**src/rtl/mux4_arb_pkg.sv**
```systemverilog
// Shared types and sizes for the 4-input round-robin arbiter.
package mux4_arb_pkg;

  localparam int unsigned N_REQ = 4;
  localparam int unsigned IDX_W = 2;

  typedef enum logic {
    IDLE = 1'b0,
    HOLD = 1'b1
  } state_t;

endpackage

```
**src/rtl/mux4_rr_arbiter_rr_pick4.sv**
```systemverilog
// Rotating-priority encoder: first eligible index at or after last+1, with wrap.
module rr_pick4
  import mux4_arb_pkg::*;
(
  input  logic [N_REQ-1:0] elig,
  input  logic [IDX_W-1:0] last,
  output logic [IDX_W-1:0] pick,
  output logic             any
);

  logic [IDX_W-1:0] idx;

  // Scan from farthest to nearest so the nearest eligible index overrides.
  always_comb begin
    pick = last;
    idx  = last;
    for (int i = N_REQ; i >= 1; i--) begin
      idx = last + IDX_W'(i);
      if (elig[idx]) pick = idx;
    end
    any = |elig;
  end

endmodule

```
**src/rtl/mux4_rr_arbiter.sv**
```systemverilog
// Round-robin arbiter and registered output stage for four requesters.
module mux4_rr_arbiter
  import mux4_arb_pkg::*;
#(
  parameter int unsigned WIDTH = 4
) (
  input  logic             clk,
  input  logic             rst_n,
  input  logic [N_REQ-1:0] req,
  input  logic [WIDTH-1:0] i0,
  input  logic [WIDTH-1:0] i1,
  input  logic [WIDTH-1:0] i2,
  input  logic [WIDTH-1:0] i3,
  output logic [N_REQ-1:0] ack,
  output logic             s0,
  output logic             s1,
  output logic [WIDTH-1:0] out,
  output logic             out_valid,
  input  logic             out_ready,
  output logic             busy
);

  state_t           state;
  state_t           next_state;
  logic [IDX_W-1:0] last;
  logic [N_REQ-1:0] elig_c;
  logic [IDX_W-1:0] pick_c;
  logic             any_c;
  logic             capture_c;
  logic [WIDTH-1:0] word_c;
  logic [WIDTH-1:0] next_out;
  logic [IDX_W-1:0] next_sel;
  logic [IDX_W-1:0] next_last;
  logic [N_REQ-1:0] next_ack;
  logic             next_valid;

  // A requester acked this cycle is not eligible again until next cycle.
  assign elig_c = req & ~ack;

  rr_pick4 u_pick (
    .elig (elig_c),
    .last (last),
    .pick (pick_c),
    .any  (any_c)
  );

  // Inline 4:1 word mux indexed by the current pick.
  always_comb begin
    word_c = i0;
    case (pick_c)
      2'd0:    word_c = i0;
      2'd1:    word_c = i1;
      2'd2:    word_c = i2;
      default: word_c = i3;
    endcase
  end

  // Capture when the output slot is empty or being drained this edge.
  assign capture_c = ((state == IDLE) || out_ready) && any_c;

  // State register.
  always_ff @(posedge clk) begin
    if (!rst_n) state <= IDLE;
    else        state <= next_state;
  end

  // Next-state logic.
  always_comb begin
    next_state = state;
    if (capture_c)                          next_state = HOLD;
    else if ((state == HOLD) && out_ready)  next_state = IDLE;
  end

  // Next values of the output stage.
  always_comb begin
    next_out   = out;
    next_sel   = {s1, s0};
    next_last  = last;
    next_ack   = '0;
    next_valid = (next_state == HOLD);
    if (capture_c) begin
      next_out  = word_c;
      next_sel  = pick_c;
      next_last = pick_c;
      next_ack  = N_REQ'(1) << pick_c;
    end
  end

  // Output and history registers.
  always_ff @(posedge clk) begin
    if (!rst_n) begin
      out       <= '0;
      {s1, s0}  <= '0;
      last      <= IDX_W'(N_REQ - 1);
      ack       <= '0;
      out_valid <= 1'b0;
    end else begin
      out       <= next_out;
      {s1, s0}  <= next_sel;
      last      <= next_last;
      ack       <= next_ack;
      out_valid <= next_valid;
    end
  end

  assign busy = out_valid;

endmodule

```
**config.mk**
```make
export PLATFORM = sky130hd
export DESIGN_NAME = mux4_rr_arbiter
export DESIGN_NICKNAME = d
export VERILOG_FILES = /design/src/rtl/mux4_arb_pkg.sv /design/src/rtl/mux4_rr_arbiter_rr_pick4.sv /design/src/rtl/mux4_rr_arbiter.sv
export SDC_FILE = /design/constraint.sdc
export NUM_CORES = 1
export LEC_CHECK = 0
export ABC_AREA = 0
export CAP_MARGIN = 10
export CORE_MARGIN = 5
export CORE_UTILIZATION = 35
export DETAILED_ROUTE_END_ITERATION = 8
export PLACE_DENSITY = 0.85
export SLEW_MARGIN = 5
export SYNTH_ARGS = -nofsm -noshare
export SYNTH_HDL_FRONTEND = slang
export SYNTH_SLANG_ARGS = --single-unit
```
**constraint.sdc**
```tcl
create_clock -name clk -period 1.5 [get_ports clk]
set_input_delay 0.45 -clock clk [delete_from_list [all_inputs] [get_ports clk]]
set_output_delay 0.45 -clock clk [all_outputs]
set_load 0.01 [all_outputs]
```
Word level (Yosys, flattened, before mapping). Cells that the tools add are included.

Add/subtract/negate cells: 3. Magnitude comparators: 3. Eq/ne operators: 2. Shift-type cells: 1. Mux-type cells: 12. Bitwise logic cells: 3. Reduce and logical (&&, ||, !) cells: 7.

Operators by type and width (count): $pmux W4 S3 (1); $lt A2 B3 Y1 const B (3); $bmux W1 S2 (3); $mux W2 (3); $mux W1 (5); $add A2 B2 Y2 const B (2); $and A4 B4 Y4 (1); $not A4 Y4 (1); $reduce_or A4 Y1 (1); $shl A1 B2 Y4 const A (1); $add A2 B1 Y2 const B (1); $eq A2 B1 Y1 const B (1); $eq A2 B2 Y1 const B (1); $logic_and A1 B1 Y1 (2); $logic_not A2 Y1 (1); $reduce_and A2 Y1 (1); $reduce_bool A2 Y1 (1); $logic_or A1 B1 Y1 (1); $not A1 Y1 (1).

Register bits: 13. Input bits: 23. Output and inout port bits: 12.

Longest topological paths before layout. Gate-level depths: netlist (run 1).

Depth in word-level cells: 9. Depth in mapped cells: 6.

Cells and area by module. A second synthesis (run 1) with hierarchy kept.

Cell total of the unflattened synthesis: 68. Area, all modules: 646.9 µm².

By module, submodules not included: mux4_rr_arbiter (times used 1, cells each 54, area each 574.3 µm²); rr_pick4 (times used 1, cells each 14, area each 72.6 µm²).

Worst setup path after synthesis (run 1). OpenSTA, ideal clock, no wires.

Kind: input -> register. From: input port req[3]. To: register out[0]. Setup time: 128 ps. Arrival time: 1419 ps. Slack: -47 ps. Stages: 6. Path buffers: 1. Cells stage by stage: nand2b_4 -> a2bb2oi_1 -> mux2i_2 -> buf_4 -> mux2i_1 -> o221ai_2.

Cells in the longest elaborated chain, start to end: 8.

Ends and longest elaborated chain: from (decl) (line mux4_rr_arbiter.sv:9) `input logic [N_REQ-1:0] req,`; $and A4 B4 Y4 * (line mux4_rr_arbiter.sv:38) `assign elig_c = req & ~ack;`; $bmux W1 S2 (line mux4_rr_arbiter_rr_pick4.sv:19) `if (elig[idx]) pick = idx;`; $mux W1 (implied by the code) (line mux4_rr_arbiter_rr_pick4.sv:19); $mux W2 (3 in series) (line mux4_rr_arbiter_rr_pick4.sv:19); $eq A2 B2 Y1, or another cell as far along (line mux4_rr_arbiter.sv:50) `case (pick_c)`; $pmux W4 S3 (line mux4_rr_arbiter.sv:50); to (signal assigned) (line mux4_rr_arbiter.sv:98) `out <= next_out;`; to (decl) (line mux4_rr_arbiter.sv:17) `output logic [WIDTH-1:0] out,`.

Mark *: on every way between the ends. The rest lies on a longest branch, timed or not. The select of a mux whose other input is x is not followed. A chain may end at the register's enable or synchronous reset.

Worst setup path after layout (run 1).
From: register last[0]. To: register out[3].

Cells in the longest elaborated chain, start to end: 8.

Ends and longest elaborated chain: from (decl) (line mux4_rr_arbiter.sv:25) `logic [IDX_W-1:0] last;`; from (signal assigned) (line mux4_rr_arbiter.sv:94) `last <= IDX_W'(N_REQ - 1);`; from (signal assigned) (line mux4_rr_arbiter.sv:100) `last <= next_last;`; $add A2 B2 Y2 (line mux4_rr_arbiter_rr_pick4.sv:18) `idx = last + IDX_W'(i);`; $bmux W1 S2 (line mux4_rr_arbiter_rr_pick4.sv:19); $mux W1 (implied by the code) (line mux4_rr_arbiter_rr_pick4.sv:19); $mux W2 (2 in series) (line mux4_rr_arbiter_rr_pick4.sv:19); $mux W2 * (line mux4_rr_arbiter_rr_pick4.sv:19); $eq A2 B2 Y1, or another cell as far along (line mux4_rr_arbiter.sv:50); $pmux W4 S3 * (line mux4_rr_arbiter.sv:50).

Marks and branches as above.

==> flow_summary.json, run 1 <==
{
  "fillCellCount": 148,
  "num_antenna_cells": 0,
  "max-vdd-ir-drop_uv": 698.6,
  "drive_above_1_share": 0.4720,
  "cts_root_buffer": "clkbuf_4",
  "ff_latch_area_um2": 269.0,
  "drt_wl_total_mm": 2.479,
  "ios": 35,
  "path_max_fanout": 5,
  "drt_pass1_iterations": 4,
  "critPathArrivalTime_ps": 1670,
  "synth_cells": 71,
  "ys_top_cells_by_area": "dfxtp_1 (36%), mux2i_1 (11%), o221ai_2 (8.4%)",
  "synth_edf_count": 0,
  "drtIter0Drc": 15,
  "finClkSkew_ps": 6.760,
  "cts.clk_slew.worst_paths_ps": 80,
  "crit_buf_inv": 3,
  "die_y_um": 55.22,
  "rsz0062_at_grt": "yes",
  "yosysTopAreaCell": "dfxtp_1",
  "crit_required_ps": 1650,
  "worst-path-stages": 7,
  "syn2layout_area_growth_pct": 100.2,
  "cts.path.max_buffers": 2,
  "die_x_um": 55.22,
  "vias": 777,
  "fin_crit_ps": 1516,
  "drc": 0,
  "rows": 16,
  "crit_chain": "buf_4, a2bb2oi_2, mux2i_4, buf_6, buf_16, mux2i_4, o221ai_2",
  "cts_tree": "yes",
  "grt_usage": 0.1595,
  "violations": "setup timing",
  "r2r_slack_ps": -20,
  "gr-usage-met2": 0.2669,
  "wl_per_cell_um": 16.31,
  "rr_worst_depth": 7,
  "die-area_mm2": 0.003049,
  "grt_pass1_wl_mm": 3.939,
  "io_buffers": 34,
  "max_cap_viol_count": 0,
  "crit_path_max_incr_delay_ps": 360,
  "hold_depth": 2,
  "hold_viol": 0,
  "ys_warn_count": 0,
  "slew_headroom": 0.7765,
  "grt_overflow": 0,
  "fmax_ghz": 0.6597,
  "gp_congestion": 0.8255,
  "layout_common_cells": "clkdlybuf4s50_1 (17), buf_4 (14), dlygate4sd2_1 (13)",
  "synth.net_count": 94,
  "met3_usage": 0.04895,
  "worstHoldPathType": "reg2reg",
  "fin_crit_sh": 1.010,
  "cts_max_level": 1,
  "cp-end-kind": "flip-flop",
  "fin_ws_ps": -15.73,
  "p_leak_nw": 0.5985,
  "cpMaxStageDelayCell": "dfxtp_4",
  "antenna_left": 0,
  "insertion_delay_ps": 270,
  "multiInputGateArea_um2": 588.1,
  "synth.avg_cell_area_um2": 10.08,
  "grt_max_degree": 11,
  "power_density_mw_per_mm2": 985.9,
  "viasPerCell": 5.112,
  "clock-sinks": 13,
  "synth_seq_cells": 13,
  "cts_buffers": 3,
  "gr-max-usage-layer": "met2",
  "startpoint_type": "flip-flop",
  "final_common_cell": "clkdlybuf4s50_1",
  "worst_slew_pin_slew_ps": 335.2,
  "start_util": 0.3648,
  "netlist.area_leader.share": 0.3636,
  "worst_hold_slack_ps": 489.2,
  "dp_hpwl_mm": 1.612,
  "antenna_found_initial": 0,
  "fin_setup_tns_ps": -31.07,
  "met1_usage": 0.1847,
  "synth_async_sr_flop_share": 0,
  "synth-main-ff-cell": "dfxtp_1",
  "outcome": "complete, but fails checks",
  "drv_slew": 0,
  "nets": 149,
  "cts_hold_buffers": 0,
  "synthesis.area_um2": 715.7,
  "ys_seq_area_frac": 0.3636,
  "crit_top_cell": "mux2i_4",
  "path_class": "reg2reg",
  "worst_path_dominant_cell_family": "buffers and inverters",
  "fin_util": 0.7302,
  "grt_pass1_vias": 838,
  "setup_violations": 2,
  "synth_cell_types": 29,
  "core_area_mm2": 0.001962
}
## final timing paths
check,startpoint,endpoint
min,out[2],out[2]
max,last[0],out[3]
max reg2reg,last[0],out[3]
min reg2reg,out[2],out[2]
## sequential cells by signal (all words and copies together), names as in the netlist
| signal | cells |
|---|---|
| last | 2 |
| out | 4 |
| s0 | 1 |
| busy | 1 |
| ack | 4 |
| s1 | 1 |
## per-stage QoR
step	total power [mW]	std cells	setup WS (ps)	cell area, um2
global placement	0.9810	140	-575.9	1179
global route	1.488	152	-42.68	1433
floorplan	0.7252	71	-4.534	719.4
finish	1.412	152	-15.73	1433
CTS	1.296	148	-121.3	1316
detailed placement	0.9966	140	-655.7	1179
## logic make-up (layout without fill, tap and decap cells)
family                 after synthesis  after routing  synth area share
buffers and inverters                5             59           0.03671
flip-flops                          13             13            0.3636
AO/OA/AOI/OAI                       17             17            0.2343
multiplexers                         9              9            0.1311
AND/OR/NAND/NOR                     27             27            0.2343
## synth_stat cells, types with 2 or more instances
cell and count:
nor2_1 8, dfxtp_1 13, nor3_1 2, o2bb2ai_1 2
mux2i_1 8, buf_4 2, nand3_1 4, o21ai_1 3
nand2b_4 2, nand2b_2 2, o21ai_0 2, o221ai_2 4
inv_1 2, nand2_1 2
## timing repair
item,CTS,global route
cloned,1,0
gates resized for setup,36,24
setup buffers,3,5
endpoints found under the setup margin,24,12
pin swaps,3,5
## layout make-up
type                    count  area share
inverters                   2    0.005240
flip-flops and latches     13      0.1878
well taps                  27     0.02358
clock buffers               4     0.01834
repair buffers             53      0.3546
multi-input cells          53      0.4105
## routing by layer
| layer | routed length [um] | vias up |
|---|---|---|
| met5 | 0 | - |
| met4 | 76 | 0 |
| met3 | 113 | 8 |
| met2 | 1249 | 23 |
| met1 | 1039 | 370 |
| li1 | - | 376 |
## report_power, final
| part | internal (mW) | total [mW] | switching (mW) |
|---|---|---|---|
| Clock | 0.103 | 0.207 | 0.104 |
| Sequential | 0.404 | 0.442 | 0.0376 |
| Combinational | 0.433 | 0.764 | 0.331 |
| Total | 0.940 | 1.41 | 0.472 |
## tightest hold or removal path, stage by stage (launching register included)
cell and delay [ps]:
dfxtp_1 320, nand3_1 70, o221ai_2 60
(Power assumes the default switching activity.)
==> run 2, diff against run 1 <==
--- a/config.mk
+++ b/config.mk
@@ -5,10 +5,10 @@
 export SDC_FILE = /design/constraint.sdc
 export NUM_CORES = 1
 export LEC_CHECK = 0
-export ABC_AREA = 0
+export ABC_AREA = 1
 export CAP_MARGIN = 10
 export CORE_MARGIN = 5
-export CORE_UTILIZATION = 35
+export CORE_UTILIZATION = 38
 export DETAILED_ROUTE_END_ITERATION = 8
 export PLACE_DENSITY = 0.85
 export SLEW_MARGIN = 5
==> run 2 against run 1 <==
  * Cell count is 41% higher
  * Largest power group unchanged
  * Largest cell class unchanged
  * Critical path depth is 6 higher
  * Global-route usage is 2.3 points higher
  * Area after synthesis is 23% higher
  * Synthesized cell count is 83% higher
  * Critical endpoint is now out[2]
  * The run still ends with setup timing left
  * Cell area is 16% higher
  * Hold slack worse by 28 ps
  * Via count is 45% higher
  * Flip-flop and latch count stayed put
  * Critical path type unchanged
==> flow_summary.json, run 2 <==
{
  "antenna_left": 0,
  "cts.clk_slew.worst_paths_ps": 80,
  "layout_common_cells": "nand2_1 (20), clkdlybuf4s50_1 (18), buf_4 (15)",
  "synthesis.area_um2": 877.1,
  "worst_slew_pin_slew_ps": 317.6,
  "synth_most_common_cell": "nand2_1",
  "synth_seq_cells": 13,
  "cts_max_level": 1,
  "hold_viol": 0,
  "vias": 1123,
  "cts_hold_buffers": 0,
  "fmax_ghz": 0.5522,
  "drtIter0Drc": 31,
  "die-area_mm2": 0.003369,
  "synth-adder-area-share": 0,
  "wl_per_cell_um": 15.38,
  "grt_overflow": 0,
  "dp_hpwl_mm": 2.019,
  "worstHoldPathType": "reg2reg",
  "rsz0062_at_grt": "yes",
  "insertion_delay_ps": 270,
  "fin_crit_sh": 1.207,
  "crit_chain": "buf_6, nand3_2, nand2_2, nor2_4, nand2_1, nand2_1, nand2_2, nand2_8, nand2_8, o21bai_1, nand3_2, nand2_1, a21oi_1",
  "r2r_slack_ps": -310,
  "synth_async_sr_flop_share": 0,
  "path_max_fanout": 7,
  "fin_ws_ps": -310.8,
  "die_y_um": 58.05,
  "antenna_found_initial": 0,
  "fin_crit_ps": 1811,
  "muxShareOfSynthArea": 0,
  "cpMaxStageDelayCell": "dfxtp_4",
  "ys_warn_count": 0,
  "synth_cell_types": 23,
  "final_common_cell": "nand2_1",
  "drive_above_1_share": 0.4409,
  "cts.path.max_buffers": 2,
  "grt_pass1_vias": 1145,
  "finalPower_mw": 4.584,
  "path_class": "reg2reg",
  "p_leak_nw": 0.7870,
  "num_antenna_cells": 0,
  "final_cells": 214,
  "cts_tree": "yes",
  "reg_top3": "ack (4), out (4), last (2)",
  "ios": 35,
  "gp_congestion": 0.8447,
  "max-vdd-ir-drop_uv": 1938,
  "max_cap_viol_count": 0,
  "drt_wl_total_mm": 3.291,
  "drt_pass1_iterations": 6,
  "synth_top_family_by_area": "simple AND/OR/NAND/NOR gates",
  "cts_buffers": 3,
  "viasPerCell": 5.248,
  "dp_cells": 204,
  "violations": "setup timing",
  "synth_edf_count": 0,
  "crit_required_ps": 1670,
  "synthSimpleGateAreaFrac": 0.4750,
  "crit_path_max_incr_delay_ps": 410,
  "synth_compound_area_frac": 0.09415,
  "io_buffers": 34,
  "cts_root_buffer": "clkbuf_4",
  "die_x_um": 58.05,
  "start_util": 0.3965,
  "nets": 210,
  "worst_hold_slack_ps": 461.4,
  "crit_top_cell": "nand2_1",
  "clock-sinks": 13,
  "drc": 0,
  "core_area_mm2": 0.002212,
  "finClkSkew_ps": 2.551,
  "startpoint_type": "flip-flop",
  "outcome": "complete, but fails checks",
  "yosysTopAreaCell": "dfxtp_1",
  "synth-main-ff-cell": "dfxtp_1",
  "grt_max_degree": 8,
  "grt_pass1_wl_mm": 4.836,
  "power_density_mw_per_mm2": 2763,
  "ys_seq_area_frac": 0.2967,
  "ys_top_cells_by_area": "dfxtp_1 (30%), nand2_1 (13%), nand3_1 (11%)",
  "drv_slew": 0,
  "syn2layout_area_growth_pct": 89.16,
  "pre_cts_ws_ps": -847.4,
  "rows": 17,
  "setup_violations": 12,
  "netlist.area_leader.share": 0.2967,
  "cp-end-kind": "flip-flop",
  "synth.net_count": 153,
  "synth_cells": 130,
  "synth-xor-area-share": 0,
  "critPathArrivalTime_ps": 1980,
  "grt_usage": 0.1822,
  "synth.avg_cell_area_um2": 6.747,
  "synth_common_cells": "nand2_1 (30), nand3_1 (19), inv_1 (14), dfxtp_1 (13), a21oi_1 (8)",
  "slew_headroom": 0.7863
}
run 2: worst max-delay path: cells and delay by family (launching register included):
family	cells	cell delay, ps
compound gates	2	240
simple gates	10	920
buf+inv	1	140
flops	1	410
run 2: path summary, 6_finish.rpt:
kind                 from     end  depth (start not counted)
setup reg to reg  last[0]  out[2]                         13
hold reg to reg    out[3]  out[3]                          2
hold / removal     out[3]  out[3]                          2
setup / recovery  last[0]  out[2]                         13
run 2: cell families (layout without fill, tap and decap cells):
| group | Yosys count | count (layout) |
|---|---|---|
| flops | 13 | 13 |
| buf+inv | 23 | 77 |
| compound gates | 14 | 14 |
| simple gates | 80 | 82 |
run 2: per-stage QoR:
| step | cell area (um2) | utilization | TNS, ps |
|---|---|---|---|
| floorplan | 904.6 | - | -354.4 |
| global placement | 1371 | 0.6199 | -8360 |
| detailed placement | 1371 | 0.6199 | -9179 |
| CTS | 1572 | 0.7104 | -1217 |
| global route | 1659 | 0.7500 | -3090 |
| finish | 1659 | 0.7500 | -2359 |
run 2: repair_timing:
item,4_1_cts,5_1_grt
endpoints found under the setup margin,24,12
buffers inserted,4,1
resized for setup,62,18
gates cloned,2,0
pin swaps,18,23
run 2: routing by layer:
layer,GRT usage,part of all wire
met5,0,0
met4,0.08940,0.031
met3,0.03786,0.061
met2,0.3371,0.51
met1,0.1931,0.39
run 2: where the power goes:
group | switching, mW | internal [mW]
Clock | 0.110 | 0.103
Combinational | 2.15 | 1.56
Sequential | 0.157 | 0.506
Total | 2.42 | 2.17
run 2: final cells by class:
cell class	count	area [um2]
fillers	163	553.0
multi-input cells	96	733.2
clock buffers	4	26.28
flip-flops and latches	13	267.8
inverters	19	101.3
repair buffers	54	495.5
well taps	28	35.03
